**config.mk**
```make
export PLATFORM = sky130hd
export DESIGN_NAME = uart_rx
export DESIGN_NICKNAME = d
export VERILOG_FILES = /design/src/rtl/uart_rx.sv
export SDC_FILE = /design/constraint.sdc
export NUM_CORES = 1
export LEC_CHECK = 0
export ABC_AREA = 1
export CAP_MARGIN = 40
export CORE_ASPECT_RATIO = 0.5
export CORE_MARGIN = 1
export CORE_UTILIZATION = 38
export DETAILED_ROUTE_END_ITERATION = 7
export PLACE_DENSITY = 0.62
export SKIP_LAST_GASP = 1
export SYNTH_ARGS = -nofsm -noshare
export SYNTH_HDL_FRONTEND = slang
export SYNTH_SLANG_ARGS = --single-unit
```
**constraint.sdc**
```tcl
create_clock -name clk -period 4 [get_ports clk]
set_input_delay 0.6 -clock clk [delete_from_list [all_inputs] [get_ports clk]]
set_output_delay 0.6 -clock clk [all_outputs]
set_load 0.05 [all_outputs]
```
**src/rtl/uart_rx.sv**
```systemverilog
// 8N1 UART receiver: synchronises the serial pin, samples each bit at mid-bit and
// delivers good bytes with a one-cycle rx_done pulse; bad stop bits raise frame_err instead.
module uart_rx #(
  parameter int CLK_FREQ  = 50_000_000,
  parameter int BAUD_RATE = 9600
) (
  input  logic       clk,
  input  logic       n_rst,
  input  logic       rx,
  output logic [7:0] rx_data,
  output logic       rx_done,
  output logic       frame_err,
  output logic       rx_busy
);

  localparam int CLKS_PER_BIT = CLK_FREQ / BAUD_RATE;
  localparam int CNT_W        = $clog2(CLKS_PER_BIT);
  localparam logic [CNT_W-1:0] CNT_LAST = CNT_W'(CLKS_PER_BIT - 1);
  localparam logic [CNT_W-1:0] CNT_MID  = CNT_W'(CLKS_PER_BIT / 2 - 1);

  generate
    if (CLKS_PER_BIT < 8) begin : g_bad_baud
      $error("uart_rx: CLKS_PER_BIT must be at least 8");
    end
  endgenerate

  typedef enum logic [2:0] {IDLE, START, DATA, STOP, BRK} state_t;

  state_t           state;
  logic [CNT_W-1:0] cnt;
  logic [2:0]       bit_idx;
  logic [7:0]       shift;
  logic             rx_meta;
  logic             rx_s;

  // Two-flop synchroniser; resets to the idle (high) line level so no false start appears.
  always_ff @(posedge clk or negedge n_rst) begin
    if (!n_rst) begin
      rx_meta <= 1'b1;
      rx_s    <= 1'b1;
    end else begin
      rx_meta <= rx;
      rx_s    <= rx_meta;
    end
  end

  always_ff @(posedge clk or negedge n_rst) begin
    if (!n_rst) begin
      state     <= IDLE;
      cnt       <= '0;
      bit_idx   <= '0;
      shift     <= '0;
      rx_data   <= '0;
      rx_done   <= 1'b0;
      frame_err <= 1'b0;
    end else begin
      rx_done   <= 1'b0;
      frame_err <= 1'b0;
      case (state)
        IDLE: begin
          cnt <= '0;
          if (!rx_s) state <= START;
        end
        START: begin
          if (cnt == CNT_MID) begin
            cnt     <= '0;
            bit_idx <= '0;
            state   <= rx_s ? IDLE : DATA;
          end else begin
            cnt <= cnt + CNT_W'(1);
          end
        end
        DATA: begin
          if (cnt == CNT_LAST) begin
            cnt   <= '0;
            shift <= {rx_s, shift[7:1]};
            if (bit_idx == 3'd7) state <= STOP;
            else                 bit_idx <= bit_idx + 3'd1;
          end else begin
            cnt <= cnt + CNT_W'(1);
          end
        end
        STOP: begin
          // Leaving at the stop mid-sample gives half a bit of slack for a back-to-back start edge.
          if (cnt == CNT_LAST) begin
            cnt <= '0;
            if (rx_s) begin
              rx_data <= shift;
              rx_done <= 1'b1;
              state   <= IDLE;
            end else begin
              frame_err <= 1'b1;
              state     <= BRK;
            end
          end else begin
            cnt <= cnt + CNT_W'(1);
          end
        end
        BRK: begin
          cnt <= '0;
          if (rx_s) state <= IDLE;
        end
        default: begin
          cnt   <= '0;
          state <= IDLE;
        end
      endcase
    end
  end

  assign rx_busy = (state != IDLE);

endmodule

```
==> flow_summary.json <==
{
  "die-area_mm2": 0.00520,
  "antenna_found_initial": 0,
  "seq_area_frac_synth_pct": 52.6,
  "synth_seq_cells": 39,
  "hold_path.class": "primary input to async pin",
  "fin_nets": 256,
  "fp.dieH_um": 51.5,
  "vias": 1403,
  "clk_latency_ps": 300,
  "ant_nets": 0,
  "cts.clk_slew.worst_paths_ps": 90,
  "wirelength_um": 3270,
  "fin_crit_sh_pct": 57.1,
  "cts.path.max_buffers": 2,
  "critical_path_arrival_ps": 1680,
  "ios": 14,
  "path_buf_inv": 1,
  "min_period_ps": 2280,
  "grt-ovfl-total": 0,
  "outcome": "complete, no violations",
  "cap_violations": 0,
  "place.gp.congestion": 0.865,
  "n_antenna_cell": 0,
  "io_buffers": 13,
  "clock_sinks": 39,
  "ys_warn_count": 0,
  "crit_family": "buffers and inverters",
  "drive_gt1_share_pct": 10.4,
  "die_x_um": 101,
  "synth_top_area_share_pct": 49.8,
  "wl_per_cell_um": 10.3,
  "dpl.hpwl_um": 2300,
  "slew_headroom_pct": 58.8,
  "h-tree-depth": 2,
  "start_util_pct": 40.9,
  "cp_slowest_cell": "clkdlybuf4s50_1",
  "grt.total_usage_pct": 15.1,
  "slew_viol_final": 0,
  "cts_tree": "yes",
  "grt_pass1_wl_um": 5840,
  "cts_resized": 0,
  "syn_avg_cell_area_um2": 8.05,
  "crit_type": "flop to output pin",
  "grt_pass1_vias": 1374,
  "crit_required_ps": 3400,
  "setup_tns_ps": 0,
  "synth_edf_count": 0,
  "irDropWorstVdd_uv": 198,
  "synthesis.instances": 231,
  "grt_max_degree": 28,
  "route.detailed.drc": 0,
  "cts-root-buf": "clkbuf_8",
  "post_cts_buffers": 0,
  "dp_cells": 309,
  "slowest_delay_ps": 700,
  "finalHoldViolations": 0,
  "ff2ff_setup_slack_ps": 2270,
  "setup_viol": 0,
  "syn_nets": 237,
  "tightest_slew_ps": 617,
  "worstPathMaxFanout": 4,
  "viasPerCell": 4.43,
  "reg2regPathDepth": 7,
  "cts_buffers": 5,
  "cp_cell_sequence": "nor2_1, nand2_1, clkdlybuf4s50_1",
  "drt_pass1_iterations": 4,
  "fin_worst_skew_ps": 11.3,
  "synth_area_leaders": "dfrtp_1 (50%), nand2_1 (15%), inv_1 (7.3%)",
  "synthFlopType": "dfrtp_1",
  "yosys.area.top_type": "dfrtp_1",
  "ys_top_cells_by_count": "nand2_1 (74), dfrtp_1 (37), inv_1 (36), nor2_1 (22), nand3_1 (12)",
  "power_density_mw_per_mm2": 341,
  "syn-cell-area_mm2": 0.00186,
  "grt_setup_unrepaired": "no",
  "hold_buffers": 0,
  "rows": 17,
  "ys_types": 24,
  "setup.worst_path.end_class": "output pin",
  "cp-start-kind": "flop",
  "coreArea_mm2": 0.00455,
  "ys_async_sr_fraction_pct": 100,
  "area_delta_synth_final_pct": 17.6,
  "p_leak_uw": 0.00109,
  "r2r_end": "rx_data[7]",
  "fin_cells": 317,
  "max_freq_mhz": 438,
  "worst_r2r_startpoint": "cnt[0]",
  "yosysMostFrequentCell": "nand2_1",
  "initialDrtViolationCount": 44
}
## where the power goes
group          switching (µW)  total [µW]  internal [µW]
combinational            8.86        12.3           3.48
clock                     149         338            189
sequential              0.846         397            396
## layout by cell type (no fill, tap or decap), types with 2 or more instances in the layout
master / n
dfstp_2: 2
xor2_1: 4
clkdlybuf4s50_1: 12
a21oi_1: 2
nor3_1: 5
nand3_1: 12
inv_2: 4
ha_1: 3
dfrtp_1: 37
nor2_1: 22
o21ai_0: 9
o21ai_1: 7
inv_1: 36
clkbuf_8: 5
nor2_2: 4
nand2_1: 74
## per-stage QoR
step | power, µW | instance area [µm²] | hold WS (ps) | utilization [%] | setup slack [ps]
floorplan | 405 | 1860 | 304 | - | 2520
detailed placement | 418 | 2070 | 349 | 45.5 | 2030
finish | 747 | 2190 | 176 | 48.1 | 1720
global route | 777 | 2190 | 191 | 48.1 | 1650
global placement | 415 | 2050 | 347 | 45.1 | 2050
CTS | 759 | 2190 | 181 | 48.1 | 1700
## worst max path at each step
stage,from,end,slack [ps],depth (start not counted)
5_1_grt,state[2],rx_busy,1650,3
6_report,state[0],rx_busy,1720,3
4_1_cts,state[0],rx_busy,1700,3
3_5_place_dp,state[0],rx_busy,2030,3
2_1_floorplan,state[0],rx_busy,2520,2
3_3_place_gp,state[1],rx_busy,2050,3
## worst register-to-register path: cells and delay by family (launching register included)
kind	cells	cell delay [ps]
compound gates	1	100
fa+ha+maj	1	190
flops	1	370
simple gates	5	990
## cell type report
type                    count  area [µm²]
fillers                   458        2360
inverters                  40         150
clock buffers               5        68.8
flip-flops and latches     39         978
well taps                  66        82.6
repair buffers             14         145
multi-input cells         150         716
clock inverters             3        47.5
## logic make-up after synthesis
logic type                 share of synthesized area, %
and+or+nand+nor                                    28.8
adders and majority gates                          2.02
AOI/OAI and AO/OA                                  5.78
buffers and inverters                              8.94
xor gates and xnor gates                           1.88
DFF                                                52.6
## sequential cells by signal, summed over array words and instances (netlist names)
signal	count
bit_idx	3
cnt	13
frame_err	1
rx_data	8
rx_done	1
rx_meta	1
rx_s	1
shift	8
state	3
## layer usage
metal | vias up | part of all wire, % | GRT usage, %
li1 | 740 | - | -
met1 | 634 | 49 | 19.0
met2 | 20 | 46 | 24.0
met3 | 9 | 2.9 | 4.10
met4 | 0 | 1.9 | 7.97
met5 | - | 0 | 0
No activity file was read; power rests on OpenSTA's default activity.
